File: src/rtl/mem_access_sequencer_pkg.sv
// Shared types, trap codes and op3 decode helpers for the memory access sequencer.
package mem_access_sequencer_pkg;

    localparam int unsigned OP_W   = 6;
    localparam int unsigned RD_W   = 5;
    localparam int unsigned ADDR_W = 3;
    localparam int unsigned TT_W   = 3;

    typedef enum logic [3:0] {
        S_IDLE,
        S_DECODE,
        S_MAR,
        S_RD_WAIT,
        S_MDR_LD,
        S_WR_WAIT,
        S_WB,
        S_NEXT,
        S_FIN,
        S_TRAP
    } state_t;

    localparam logic [TT_W-1:0] TT_NONE    = 3'd0;
    localparam logic [TT_W-1:0] TT_ILLEGAL = 3'd1;
    localparam logic [TT_W-1:0] TT_ALIGN   = 3'd2;
    localparam logic [TT_W-1:0] TT_DACC    = 3'd3;

    localparam logic [OP_W-1:0] OP_LD   = 6'b000000;
    localparam logic [OP_W-1:0] OP_LDUB = 6'b000001;
    localparam logic [OP_W-1:0] OP_LDUH = 6'b000010;
    localparam logic [OP_W-1:0] OP_LDD  = 6'b000011;
    localparam logic [OP_W-1:0] OP_ST   = 6'b000100;
    localparam logic [OP_W-1:0] OP_STB  = 6'b000101;
    localparam logic [OP_W-1:0] OP_STH  = 6'b000110;
    localparam logic [OP_W-1:0] OP_STD  = 6'b000111;
    localparam logic [OP_W-1:0] OP_LDSB = 6'b001001;
    localparam logic [OP_W-1:0] OP_LDSH = 6'b001010;
    localparam logic [OP_W-1:0] OP_SWAP = 6'b001111;

    // Read-only ops, including the double-word load.
    function automatic logic is_load(input logic [OP_W-1:0] op);
        return op inside {OP_LD, OP_LDUB, OP_LDUH, OP_LDSB, OP_LDSH, OP_LDD};
    endfunction

    // Write-only ops, including the double-word store.
    function automatic logic is_store(input logic [OP_W-1:0] op);
        return op inside {OP_ST, OP_STB, OP_STH, OP_STD};
    endfunction

    function automatic logic is_double(input logic [OP_W-1:0] op);
        return op inside {OP_LDD, OP_STD};
    endfunction

    function automatic logic is_half(input logic [OP_W-1:0] op);
        return op inside {OP_LDUH, OP_LDSH, OP_STH};
    endfunction

    function automatic logic is_swap(input logic [OP_W-1:0] op);
        return op == OP_SWAP;
    endfunction

    function automatic logic is_word(input logic [OP_W-1:0] op);
        return op inside {OP_LD, OP_ST, OP_SWAP};
    endfunction

    // Unknown op3, or a double-word op naming an odd register pair.
    function automatic logic is_illegal(input logic [OP_W-1:0] op, input logic [RD_W-1:0] rd);
        return !(is_load(op) || is_store(op) || is_swap(op)) || (is_double(op) && rd[0]);
    endfunction

    // Second pass of a double-word op uses the datapath's +4 address and is not rechecked.
    function automatic logic is_misaligned(input logic [OP_W-1:0]   op,
                                           input logic [ADDR_W-1:0] addr_lo,
                                           input logic              second);
        return (is_word(op) && (addr_lo[1:0] != 2'b00))
            || (is_half(op) && addr_lo[0])
            || (is_double(op) && !second && (addr_lo != 3'b000));
    endfunction

endpackage

File: src/rtl/mem_access_sequencer_if.sv
// Control-unit / RAM side handshake and datapath strobes of the sequencer.
interface mem_access_sequencer_if;
    import mem_access_sequencer_pkg::*;

    logic              start;
    logic [OP_W-1:0]   op3;
    logic [RD_W-1:0]   rd;
    logic [ADDR_W-1:0] addr_lo;
    logic              MFC;

    logic              busy;
    logic              done;
    logic              trap;
    logic [TT_W-1:0]   tt;
    logic              MAR_Enable;
    logic              MDR_Enable;
    logic              RAM_enable;
    logic              TEMP_Enable;
    logic              register_file;
    logic              MDR_Mux_select;
    logic              wb_src;
    logic              word_sel;
    logic [OP_W-1:0]   RAM_OpCode;
    logic [RD_W-1:0]   in_PC;

    modport master (
        output start, op3, rd, addr_lo, MFC,
        input  busy, done, trap, tt, MAR_Enable, MDR_Enable, RAM_enable, TEMP_Enable,
               register_file, MDR_Mux_select, wb_src, word_sel, RAM_OpCode, in_PC
    );

    modport slave (
        input  start, op3, rd, addr_lo, MFC,
        output busy, done, trap, tt, MAR_Enable, MDR_Enable, RAM_enable, TEMP_Enable,
               register_file, MDR_Mux_select, wb_src, word_sel, RAM_OpCode, in_PC
    );

endinterface

File: src/rtl/mem_access_sequencer_timeout.sv
// Wait-state cycle counter; expired flags the last cycle allowed before a timeout.
module mem_timeout_counter #(
    parameter int unsigned TIMEOUT = 15,
    parameter int unsigned CNT_W   = 4
) (
    input  logic Clk,
    input  logic RESET,
    input  logic clear,
    input  logic enable,
    output logic expired
);

    logic [CNT_W-1:0] count;

    assign expired = (count == CNT_W'(TIMEOUT - 1));

    // Count wait cycles, saturating at the expiry value.
    always_ff @(posedge Clk or negedge RESET) begin
        if (!RESET) begin
            count <= '0;
        end else if (clear) begin
            count <= '0;
        end else if (enable && !expired) begin
            count <= count + CNT_W'(1);
        end
    end

endmodule

File: src/rtl/mem_access_sequencer.sv
// Sequences one load/store/swap (single or double word) through MAR/MDR/RAM using MFC.
module mem_access_sequencer
    import mem_access_sequencer_pkg::*;
#(
    parameter int unsigned TIMEOUT = 15,
    parameter int unsigned CNT_W   = 4
) (
    input logic                   Clk,
    input logic                   RESET,
    mem_access_sequencer_if.slave bus
);

    state_t            state;
    state_t            state_nxt;
    logic [TT_W-1:0]   tt_nxt;
    logic [OP_W-1:0]   op_q;
    logic [RD_W-1:0]   rd_q;
    logic              ws_q;
    logic [TT_W-1:0]   tt_q;
    logic              busy_q, done_q, trap_q;
    logic              mar_q, mdr_ld_q, ram_q, rf_q, mux_q, wb_src_q;
    logic              in_wait;
    logic              rd_mfc;
    logic              expired;

    assign in_wait = (state == S_RD_WAIT) || (state == S_WR_WAIT);
    assign rd_mfc  = (state == S_RD_WAIT) && bus.MFC;

    mem_timeout_counter #(
        .TIMEOUT (TIMEOUT),
        .CNT_W   (CNT_W)
    ) u_timeout (
        .Clk     (Clk),
        .RESET   (RESET),
        .clear   (!in_wait),
        .enable  (in_wait),
        .expired (expired)
    );

    // Next-state and trap-type selection.
    always_comb begin
        state_nxt = state;
        tt_nxt    = TT_NONE;
        case (state)
            S_IDLE: begin
                if (bus.start) state_nxt = S_DECODE;
            end
            S_DECODE: begin
                if (is_illegal(op_q, rd_q)) begin
                    state_nxt = S_TRAP;
                    tt_nxt    = TT_ILLEGAL;
                end else begin
                    state_nxt = S_MAR;
                end
            end
            S_MAR: begin
                if (is_misaligned(op_q, bus.addr_lo, ws_q)) begin
                    state_nxt = S_TRAP;
                    tt_nxt    = TT_ALIGN;
                end else if (is_load(op_q) || is_swap(op_q)) begin
                    state_nxt = S_RD_WAIT;
                end else begin
                    state_nxt = S_MDR_LD;
                end
            end
            S_RD_WAIT: begin
                if (bus.MFC) begin
                    state_nxt = is_swap(op_q) ? S_MDR_LD : S_WB;
                end else if (expired) begin
                    state_nxt = S_TRAP;
                    tt_nxt    = TT_DACC;
                end
            end
            S_MDR_LD: state_nxt = S_WR_WAIT;
            S_WR_WAIT: begin
                if (bus.MFC) begin
                    if (is_swap(op_q))                  state_nxt = S_WB;
                    else if (is_double(op_q) && !ws_q)  state_nxt = S_NEXT;
                    else                                state_nxt = S_FIN;
                end else if (expired) begin
                    state_nxt = S_TRAP;
                    tt_nxt    = TT_DACC;
                end
            end
            S_WB:    state_nxt = (is_double(op_q) && !ws_q) ? S_NEXT : S_FIN;
            S_NEXT:  state_nxt = S_MAR;
            S_FIN:   state_nxt = S_IDLE;
            S_TRAP:  state_nxt = S_IDLE;
            default: state_nxt = S_IDLE;
        endcase
    end

    // State, latched instruction fields and strobes registered for the upcoming state.
    always_ff @(posedge Clk or negedge RESET) begin
        if (!RESET) begin
            state    <= S_IDLE;
            op_q     <= '0;
            rd_q     <= '0;
            ws_q     <= 1'b0;
            tt_q     <= TT_NONE;
            busy_q   <= 1'b0;
            done_q   <= 1'b0;
            trap_q   <= 1'b0;
            mar_q    <= 1'b0;
            mdr_ld_q <= 1'b0;
            ram_q    <= 1'b0;
            rf_q     <= 1'b0;
            mux_q    <= 1'b0;
            wb_src_q <= 1'b0;
        end else begin
            state <= state_nxt;
            if (state == S_IDLE && bus.start) begin
                op_q <= bus.op3;
                rd_q <= bus.rd;
                ws_q <= 1'b0;
                tt_q <= TT_NONE;
            end else if (state_nxt == S_NEXT) begin
                ws_q <= 1'b1;
            end
            if (state_nxt == S_TRAP) tt_q <= tt_nxt;
            busy_q   <= (state_nxt != S_IDLE);
            done_q   <= (state_nxt == S_FIN);
            trap_q   <= (state_nxt == S_TRAP);
            mar_q    <= (state_nxt == S_MAR);
            mdr_ld_q <= (state_nxt == S_MDR_LD);
            ram_q    <= (state_nxt == S_RD_WAIT) || (state_nxt == S_WR_WAIT);
            rf_q     <= (state_nxt == S_WB);
            mux_q    <= (state_nxt == S_RD_WAIT);
            wb_src_q <= (state_nxt == S_WB) && is_swap(op_q);
        end
    end

    // RAM data is only valid while MFC is high, so the read-side capture follows MFC directly.
    assign bus.MDR_Enable     = mdr_ld_q | (rd_mfc & !is_swap(op_q));
    assign bus.TEMP_Enable    = rd_mfc & is_swap(op_q);
    assign bus.busy           = busy_q;
    assign bus.done           = done_q;
    assign bus.trap           = trap_q;
    assign bus.tt             = tt_q;
    assign bus.MAR_Enable     = mar_q;
    assign bus.RAM_enable     = ram_q;
    assign bus.register_file  = rf_q;
    assign bus.MDR_Mux_select = mux_q;
    assign bus.wb_src         = wb_src_q;
    assign bus.word_sel       = busy_q & ws_q;
    assign bus.RAM_OpCode     = busy_q ? op_q : '0;
    assign bus.in_PC          = busy_q ? (rd_q | RD_W'(ws_q)) : '0;

endmodule

File: src/flat_wrapper.sv
// flat-port wrapper written by rule: the top's interface ports become plain ports
module mem_access_sequencer_flat import mem_access_sequencer_pkg::*;
#(
    parameter int unsigned TIMEOUT = 15,
    parameter int unsigned CNT_W   = 4
)
  (Clk, RESET, bus_start, bus_op3, bus_rd, bus_addr_lo, bus_MFC, bus_busy, bus_done, bus_trap, bus_tt, bus_MAR_Enable, bus_MDR_Enable, bus_RAM_enable, bus_TEMP_Enable, bus_register_file, bus_MDR_Mux_select, bus_wb_src, bus_word_sel, bus_RAM_OpCode, bus_in_PC);
  mem_access_sequencer_if bus_i ();
  input logic Clk;
  input logic RESET;
  input wire logic [$bits(bus_i.start)-1:0] bus_start;
  input wire logic [$bits(bus_i.op3)-1:0] bus_op3;
  input wire logic [$bits(bus_i.rd)-1:0] bus_rd;
  input wire logic [$bits(bus_i.addr_lo)-1:0] bus_addr_lo;
  input wire logic [$bits(bus_i.MFC)-1:0] bus_MFC;
  output wire logic [$bits(bus_i.busy)-1:0] bus_busy;
  output wire logic [$bits(bus_i.done)-1:0] bus_done;
  output wire logic [$bits(bus_i.trap)-1:0] bus_trap;
  output wire logic [$bits(bus_i.tt)-1:0] bus_tt;
  output wire logic [$bits(bus_i.MAR_Enable)-1:0] bus_MAR_Enable;
  output wire logic [$bits(bus_i.MDR_Enable)-1:0] bus_MDR_Enable;
  output wire logic [$bits(bus_i.RAM_enable)-1:0] bus_RAM_enable;
  output wire logic [$bits(bus_i.TEMP_Enable)-1:0] bus_TEMP_Enable;
  output wire logic [$bits(bus_i.register_file)-1:0] bus_register_file;
  output wire logic [$bits(bus_i.MDR_Mux_select)-1:0] bus_MDR_Mux_select;
  output wire logic [$bits(bus_i.wb_src)-1:0] bus_wb_src;
  output wire logic [$bits(bus_i.word_sel)-1:0] bus_word_sel;
  output wire logic [$bits(bus_i.RAM_OpCode)-1:0] bus_RAM_OpCode;
  output wire logic [$bits(bus_i.in_PC)-1:0] bus_in_PC;
  assign bus_i.start = bus_start;
  assign bus_i.op3 = bus_op3;
  assign bus_i.rd = bus_rd;
  assign bus_i.addr_lo = bus_addr_lo;
  assign bus_i.MFC = bus_MFC;
  assign bus_busy = bus_i.busy;
  assign bus_done = bus_i.done;
  assign bus_trap = bus_i.trap;
  assign bus_tt = bus_i.tt;
  assign bus_MAR_Enable = bus_i.MAR_Enable;
  assign bus_MDR_Enable = bus_i.MDR_Enable;
  assign bus_RAM_enable = bus_i.RAM_enable;
  assign bus_TEMP_Enable = bus_i.TEMP_Enable;
  assign bus_register_file = bus_i.register_file;
  assign bus_MDR_Mux_select = bus_i.MDR_Mux_select;
  assign bus_wb_src = bus_i.wb_src;
  assign bus_word_sel = bus_i.word_sel;
  assign bus_RAM_OpCode = bus_i.RAM_OpCode;
  assign bus_in_PC = bus_i.in_PC;
  mem_access_sequencer #(.TIMEOUT(TIMEOUT), .CNT_W(CNT_W)) u_core (.Clk(Clk), .RESET(RESET), .bus(bus_i));
endmodule
File: config.mk
export PLATFORM = sky130hd
export DESIGN_NAME = mem_access_sequencer_flat
export DESIGN_NICKNAME = d
export VERILOG_FILES = /design/src/rtl/mem_access_sequencer_pkg.sv /design/src/rtl/mem_access_sequencer_if.sv /design/src/rtl/mem_access_sequencer_timeout.sv /design/src/rtl/mem_access_sequencer.sv /design/src/flat_wrapper.sv
export SDC_FILE = /design/constraint.sdc
export NUM_CORES = 1
export LEC_CHECK = 0
export CORE_MARGIN = 8
export CORE_UTILIZATION = 45
export CTS_CLUSTER_SIZE = 25
export DETAILED_ROUTE_END_ITERATION = 12
export PLACE_DENSITY_LB_ADDON = 0.25
export SYNTH_ARGS = -nofsm -noshare
export SYNTH_HDL_FRONTEND = slang
export SYNTH_HIERARCHICAL = 1
export SYNTH_SLANG_ARGS = --single-unit
File: constraint.sdc
create_clock -name Clk -period 2.2 [get_ports Clk]
set_input_delay 0.66 -clock Clk [delete_from_list [all_inputs] [get_ports Clk]]
set_output_delay 0.66 -clock Clk [all_outputs]
set_load 0.02 [all_outputs]
; ---- After elaboration in Yosys (flattened, before gate mapping)
; Index checks and enable logic that the tools add are counted.
[classes]
n_addsub = 1
multipliers = 0
div_mod_pow = 0
order_cmp = 0
eq_ne = 27
shift = 0
n_mux = 24
bitwise_logic = 5
reduce_logical = 34
[ops]
columns = operator, n
row1 = $mux 4, 10
row2 = $eq 4x3->1 const B, 8
row3 = $pmux 4 s8, 1
row4 = $eq 6x3->1 const B, 4
row5 = $eq 6x4->1 const B, 3
row6 = $eq 4x2->1 const B, 4
row7 = $eq 4x4->1 const B, 3
row8 = $eq 6x2->1 const B, 2
row9 = $mux 3, 4
row10 = $logic_and 1x1->1, 9
row11 = $pmux 3 s3, 1
row12 = $reduce_bool 3->1, 3
row13 = $logic_or 1x1->1, 8
row14 = $reduce_bool 2->1, 4
row15 = $reduce_bool 4->1, 2
row16 = $eq 6x1->1 const B, 1
row17 = $logic_not 6->1, 1
row18 = $mux 2, 3
row19 = $mux 6, 1
row20 = $reduce_bool 6->1, 1
row21 = $mux 5, 1
row22 = $or 5x1->5, 1
row23 = $add 4x1->4 const B, 1
row24 = $eq 4x1->1 const B, 1
row25 = 7 further kinds, 14
[totals]
register_bits = 32
latchBits = 0
ramBits = 0
rom_bits = 0
in_bits = 18
output_inout_bits = 25
wordCells = 106
n_memories = 0

; ---- Longest topological paths before layout
; Gate-level depths: netlist of run 1.
[depth]
ltp_word = 11
mapped_depth = 10
mapped_depth_nobuf = 10

; ---- Modules after synthesis
; The synthesis of run 1 kept the hierarchy.
[modules_own_cells]
columns = mod, instances, cells_per_inst, area_per_inst_um2, seq_area_each_um2
row1 = mem_access_sequencer, 1, 158, 1634.1, 675.6
row2 = mem_timeout_counter, 1, 24, 221.5, 100.1

; ---- Least setup slack after synthesis of run 1
; No wires, ideal clock.
[synth_timing]
kind = input-to-reg
startpoint = in bus_addr_lo[1]
endpoint = reg u_core.busy_q (netlist: u_core/bus.busy)
setup_time_ns = 0.138
arrival_time_ns = 2.275
required_ns = 2.062
setup_slack_ns = -0.213
cell_stages = 7
n_path_buf = 1
cell_sequence = nor3_1 nor4_4 nor3_1 a21oi_1 or3b_1 buf_6 or4_4
[synth_between]
elab_chain_cells = 7
elab_cells_between_ends = 9
cone_classes = mux: 2 / reduce/logical: 7
[synth_rtl]
columns = element, line
row1 = "start, declared", flat_wrapper.sv:14  ; input wire logic [$bits(bus_i.addr_lo)-1:0] bus_addr_lo;
row2 = $reduce_bool 2->1, mem_access_sequencer_pkg.sv:74  ; return (is_word(op) && (addr_lo[1:0] != 2'b00))
row3 = $logic_and 1x1->1, mem_access_sequencer_pkg.sv:74
row4 = $logic_or 1x1->1, mem_access_sequencer_pkg.sv:75  ; || (is_half(op) && addr_lo[0])
row5 = $logic_or 1x1->1 *, mem_access_sequencer_pkg.sv:76  ; || (is_double(op) && !second && (addr_lo != 3'b000));
row6 = $mux 4 *, mem_access_sequencer.sv:57  ; if (is_misaligned(op_q, bus.addr_lo, ws_q)) begin
row7 = $pmux 4 s8 *, mem_access_sequencer.sv:44  ; case (state)
row8 = net u_core.state_nxt[0], mem_access_sequencer.sv:14  ; state_t state_nxt;
row9 = $reduce_bool 4->1 *, mem_access_sequencer.sv:121  ; busy_q <= (state_nxt != S_IDLE);
row10 = "end signal, assigned", mem_access_sequencer.sv:121
row11 = "end, declared", mem_access_sequencer.sv:20  ; logic busy_q, done_q, trap_q;
; The timed path passes the listed nets; every way through them passes the cells marked *.
; A chain may end at the register's enable or synchronous reset.

; ---- Final worst setup path of run 1
[layout_timing]
startpoint = in bus_addr_lo[0]
endpoint = reg u_core.busy_q (netlist: u_core/bus.busy)
; The elaborated chain is that of the path after synthesis.

==> metrics.sh, run 1 <==
CRITICAL_PATH.MOST_COMMON_CELL='sky130_fd_sc_hd__buf_4'
HOLD_START='u_core/rd_q[4]$_DFFE_PN0P_'
WORSTPATHARRIVAL_PS=2520
MAX_FREQ_MHz=423.7
MAXCAPVIOLATIONS=0
LAYOUT_SETUP_WS_PS=-160.2
TNS_PS=-347.0
FINAL.PERIOD_UTILIZATION_PCT=107.3
TOTAL_ITERATIONS_OF_THE_FIRST_DETAILED_ROUTING_RUN=4
WORST_CLOCK_SKEW_PS=9.609
GRT_SETUP_UNREPAIRED='true'
SYNTH-EDFF-COUNT=0
HOLD_PATH_CLASS='reg -> reg'
CLOCK_TREE_ROOT_BUFFER_CELL='sky130_fd_sc_hd__clkbuf_8'
DRT-INITIAL-DRC-COUNT=86
ANTENNA_FOUND_INITIAL=0
SYNTH_FF_TYPE='sky130_fd_sc_hd__dfrtp_1'
CORE_AREA_SQ_UM=3971
CRIT_PATH_MAX_INCR_DELAY_PS=520
TRITONCTS='done'
YOSYSTOPAREACELLSHARE_PCT=41.81
CP.DEPTH=8
DP.FINAL_HPWL_MM=4.394
ANT_NETS=0
PLACEMENTROWS=23
WORSTSKEWPAIRLATENCY_PS=290
NETLIST_AREA_SQ_UM=1856
DRC_ERRORS=0
GP_CONGESTION=0.8774
FLOORPLAN.INITIALDENSITY_PCT=46.72
CTS.REPORTEDPATHS.CLKPINSLEW_PS=70
WORST_SETUP_PATH_ENDPOINT='u_core/bus.busy$_DFF_PN0_'
DIE_HEIGHT_UM=80.22
YOSYS.CELL_TYPES.COUNT=54
SWITCHING_POWER_mW=1.752
DETAILROUTE.VIA_COUNT=1907
FLOORPLAN.IO_PINS=43
ASYNC_FLOP_SHARE_PCT=100.0
SETUP_VIOL=7
POWER-PER-CELL-AREA_nW_PER_UM2=1337
TIMING.RR.START='u_core/op_q[1]$_DFFE_PN0P_'
WORSTSETUPENDPOINTTYPE='flip-flop'
NUMBER_OF_WARNINGS_PRINTED_DURING_YOSYS_SYNTHESIS=6
CRIT-REG2REG-CAPTURE='u_core/bus.busy$_DFF_PN0_'
INTERNAL-POWER_mW=2.374
LARGEST_DELAY_CONTRIBUTOR_FAMILY_ON_THE_CRITICAL_PATH='simple AND/OR/NAND/NOR gates'
ROUTE.DETAILED.VIAS_PER_INST=5.676
DIE_AREA_SQ_UM=6434
SWITCHING_SHARE_PCT=42.46
MIN_PERIOD_PS=2360
PORT-BUFFER-COUNT=41
CRIT_PATH_START_KIND='input pin'
RUN_STATUS='finished, violations left'
N_ANTENNA_CELL=0
TIMING_WORST_SETUP_PATH_TYPE='in -> reg'
YS_SEQ_ELEMENTS=31
GRT_PASS1_VIAS=1957
WORST-PATH-BUF-INV=2
WORST_ENDPOINT_REQUIRED_TIME_PS=2360
WL_PER_CELL_UM=20.15
REPORT.FINAL.HOLD_VIOL_COUNT=0
CLOCK_SINK_COUNT=31
CELL_TYPE_OF_THE_SLOWEST_STAGE_ON_THE_WORST_TIMING_PATH='sky130_fd_sc_hd__or4_4'
DIE_X_UM=80.22
CLOCK_NETWORK_FRACTION_OF_DESIGN_POWER_PCT=10.3
GR_OVFL_TOTAL=0
SYNTHTOLAYOUTAREAGROWTH_PCT=66.28
CRITICAL_PATH.MAX_FANOUT=3
SYNTH.LARGEST_AREA_CELL='sky130_fd_sc_hd__dfrtp_1'
SEQUENTIAL_SHARE_OF_POWER_PCT=23.3
NUMBER_OF_LEVELS_THE_H_TREE_WAS_SPLIT_INTO=2
GRT_FIRST_PASS_WIRELENGTH_MM=9.542
CTS_BUFFER_DEPTH=2
CRIT_PATH_CELL_TRACE='buf_4, nor3_4, nor4_4, buf_4, o31ai_4, nand3_2, or2_4, or4_4'
DRIVE_ABOVE_1_SHARE_PCT=51.75
TIMING.HOLD.WS_PS=500.7
DETAIL_ROUTE.WIRELENGTH_MM=6.770
NUMBER_OF_MAX_SLEW_VIOLATIONS_IN_THE_FINAL_REPORT=0
MAX-VDD-IR-DROP_V=0.0009235
CELLS_TAKING_THE_MOST_AREA_AFTER_SYNTHESIS='sky130_fd_sc_hd__dfrtp_1 42%, sky130_fd_sc_hd__mux2_2 6.7%, sky130_fd_sc_hd__and2_1 3.4%, sky130_fd_sc_hd__nor3_1 3.0%, sky130_fd_sc_hd__buf_6 2.4%'
TIMING.REG2REG.WORST_PATH_DEPTH=7
LEAKAGEPOWER_nW=1.362
FAILED_CHECKS='negative setup slack'
NETLIST_INSTANCES=182
FF2FF_SETUP_SLACK_PS=-140
GLOBALROUTETOTALUTIL_PCT=19.25
SYN-NUM-NETS=202
POWER.SHARE.COMBINATIONAL_PCT=66.4
WORST_SETUP_PATH_STARTPOINT='bus_addr_lo[0]'
SYN_AREA_PER_CELL_SQ_UM=10.20
GRT_START_MAX_NET_PINS=32
SEQ_AREA_FRAC_SYNTH_PCT=41.81
FINISH.NET_COUNT=305
CTS-BUFFERS-INSERTED=5
-- power by group through the flow --
stage | combinational [mW] | clock (mW) | sequential, mW
after floorplan | 1.26 | 0 | 0.933
after global placement | 2.19 | 0 | 0.944
after detailed placement | 2.25 | 0 | 0.956
after CTS | 2.46 | 0.436 | 0.951
after global routing | 2.89 | 0.458 | 0.977
final | 2.74 | 0.425 | 0.960
-- how the worst min path moves through the flow --
| stage | to | cells after the start |
|---|---|---|
| 6_report | u_core/rd_q[4]$_DFFE_PN0P_ | 1 |
| 3_5_place_dp | u_core/rd_q[4]$_DFFE_PN0P_ | 1 |
| 3_3_place_gp | u_core/rd_q[4]$_DFFE_PN0P_ | 1 |
| 4_1_cts | u_core/rd_q[4]$_DFFE_PN0P_ | 1 |
| 5_1_grt | u_core/rd_q[4]$_DFFE_PN0P_ | 1 |
| 2_1_floorplan | u_core/bus.MAR_Enable$_DFF_PN0_ | 0 |
-- synth_stat cells, types with 2 or more instances --
| master | count |
|---|---|
| sky130_fd_sc_hd__nor4bb_1 | 2 |
| sky130_fd_sc_hd__nor3b_1 | 2 |
| sky130_fd_sc_hd__ha_1 | 2 |
| sky130_fd_sc_hd__nand3_1 | 8 |
| sky130_fd_sc_hd__nor3_1 | 11 |
| sky130_fd_sc_hd__a21oi_1 | 7 |
| sky130_fd_sc_hd__nor2_1 | 5 |
| sky130_fd_sc_hd__nand2b_1 | 4 |
| sky130_fd_sc_hd__and3_1 | 2 |
| sky130_fd_sc_hd__nand2_1 | 6 |
| sky130_fd_sc_hd__clkbuf_1 | 4 |
| sky130_fd_sc_hd__buf_6 | 4 |
| sky130_fd_sc_hd__nor4_1 | 3 |
| sky130_fd_sc_hd__o31ai_1 | 3 |
| sky130_fd_sc_hd__or2_2 | 2 |
| sky130_fd_sc_hd__inv_1 | 5 |
| sky130_fd_sc_hd__and2_2 | 2 |
| sky130_fd_sc_hd__or3_1 | 2 |
| sky130_fd_sc_hd__nor2b_1 | 5 |
| sky130_fd_sc_hd__a211oi_1 | 3 |
| sky130_fd_sc_hd__nand4_1 | 2 |
| sky130_fd_sc_hd__nor4b_1 | 3 |
| sky130_fd_sc_hd__mux2_2 | 11 |
| sky130_fd_sc_hd__xnor2_1 | 2 |
| sky130_fd_sc_hd__buf_4 | 2 |
| sky130_fd_sc_hd__o21a_1 | 3 |
| sky130_fd_sc_hd__buf_2 | 2 |
| sky130_fd_sc_hd__o21ai_1 | 3 |
| sky130_fd_sc_hd__inv_2 | 4 |
| sky130_fd_sc_hd__dfrtp_1 | 31 |
| sky130_fd_sc_hd__and2_1 | 10 |
| sky130_fd_sc_hd__o21ai_0 | 5 |
-- metal layers --
metal  part of all wire [%]  global-route usage [%]
met5                      0                       0
met1                     36                   20.56
met3                    5.3                   5.246
met4                    5.2                   9.636
met2                     54                   33.95
-- registers in the layout (all words and copies together) (netlist names) --
register / cells
u_core/bus.busy: 1
u_core/rd_q: 5
u_core/bus.MAR_Enable: 1
u_core/u_timeout/count: 4
u_core/bus.register_file: 1
u_core/bus.RAM_enable: 1
u_core/bus.trap: 1
u_core/bus.done: 1
u_core/bus.wb_src: 1
u_core/op_q: 6
u_core/state: 4
u_core/bus.MDR_Mux_select: 1
u_core/bus.tt: 2
u_core/mdr_ld_q: 1
u_core/ws_q: 1
-- worst reg2reg max path, cell delays in order (launching register included) --
cell                      delay (ps)
sky130_fd_sc_hd__dfrtp_2         450
sky130_fd_sc_hd__buf_6           130
sky130_fd_sc_hd__and3b_2         180
sky130_fd_sc_hd__and3_4          200
sky130_fd_sc_hd__o31ai_4         320
sky130_fd_sc_hd__nand3_2         150
sky130_fd_sc_hd__or2_4           250
sky130_fd_sc_hd__or4_4           520
-- cell usage in the layout (no fill, tap or decap), types with 6 or more instances in the layout --
cell type / n
sky130_fd_sc_hd__buf_4: 62
sky130_fd_sc_hd__dfrtp_1: 27
sky130_fd_sc_hd__clkdlybuf4s50_1: 26
sky130_fd_sc_hd__mux2_2: 11
sky130_fd_sc_hd__and2_1: 10
sky130_fd_sc_hd__dlygate4sd2_1: 8
sky130_fd_sc_hd__nand3_1: 7
sky130_fd_sc_hd__nor3_2: 6
sky130_fd_sc_hd__nand2_1: 6
sky130_fd_sc_hd__buf_6: 6
-- cells by family (layout without fill, tap and decap cells) --
| kind of cell | count (synthesis) | after routing | synth area share, % |
|---|---|---|---|
| AO/OA/AOI/OAI | 33 | 33 | 13.42 |
| XOR/XNOR | 3 | 3 | 1.416 |
| adder cells (fa/ha/maj) | 2 | 2 | 1.348 |
| buffers and inverters | 21 | 125 | 6.405 |
| flip-flops | 31 | 31 | 41.81 |
| multiplexers | 11 | 11 | 6.676 |
| other | 1 | 1 | 0.2021 |
| AND/OR/NAND/NOR | 80 | 80 | 28.73 |
-- stage by stage --
step | instances | setup WS (ps) | utilization (%) | area (sq um) | total power, mW
after floorplan | 182 | -86.75 | - | 1886 | 2.191
after global placement | 311 | -640.6 | 66.67 | 2648 | 3.132
after detailed placement | 311 | -689.5 | 66.67 | 2648 | 3.210
after CTS | 327 | -86.92 | 73.13 | 2904 | 3.851
after global routing | 336 | -182.5 | 77.69 | 3085 | 4.324
final | 336 | -160.2 | 77.69 | 3085 | 4.127
-- area by class of cell --
cell class              instances  area, sq um
repair buffers                108        900.9
fillers                       260        885.9
multi-input cells             130         1226
inverters                       9        33.78
flip-flops and latches         31        780.7
clock buffers                   7        76.32
well taps                      50        62.56
clock inverters                 1        5.005
-- timing repair --
action	4_1_cts	5_1_grt
pin swaps	20	15
hold buffers	0	0
buffers inserted	9	10
endpoints found under the setup margin	24	13
gates resized for setup	69	27
Power figures use the tool's default switching activity.
==> run 2: changes to the inputs <==
--- a/config.mk
+++ b/config.mk
@@ -10,6 +10,7 @@
 export CTS_CLUSTER_SIZE = 25
 export DETAILED_ROUTE_END_ITERATION = 12
 export PLACE_DENSITY_LB_ADDON = 0.25
+export SLEW_MARGIN = 15
 export SYNTH_ARGS = -nofsm -noshare
 export SYNTH_HDL_FRONTEND = slang
 export SYNTH_HIERARCHICAL = 1
==> results of run 2 <==
The final DEF is identical to that of run 1; final timing and power are the same.
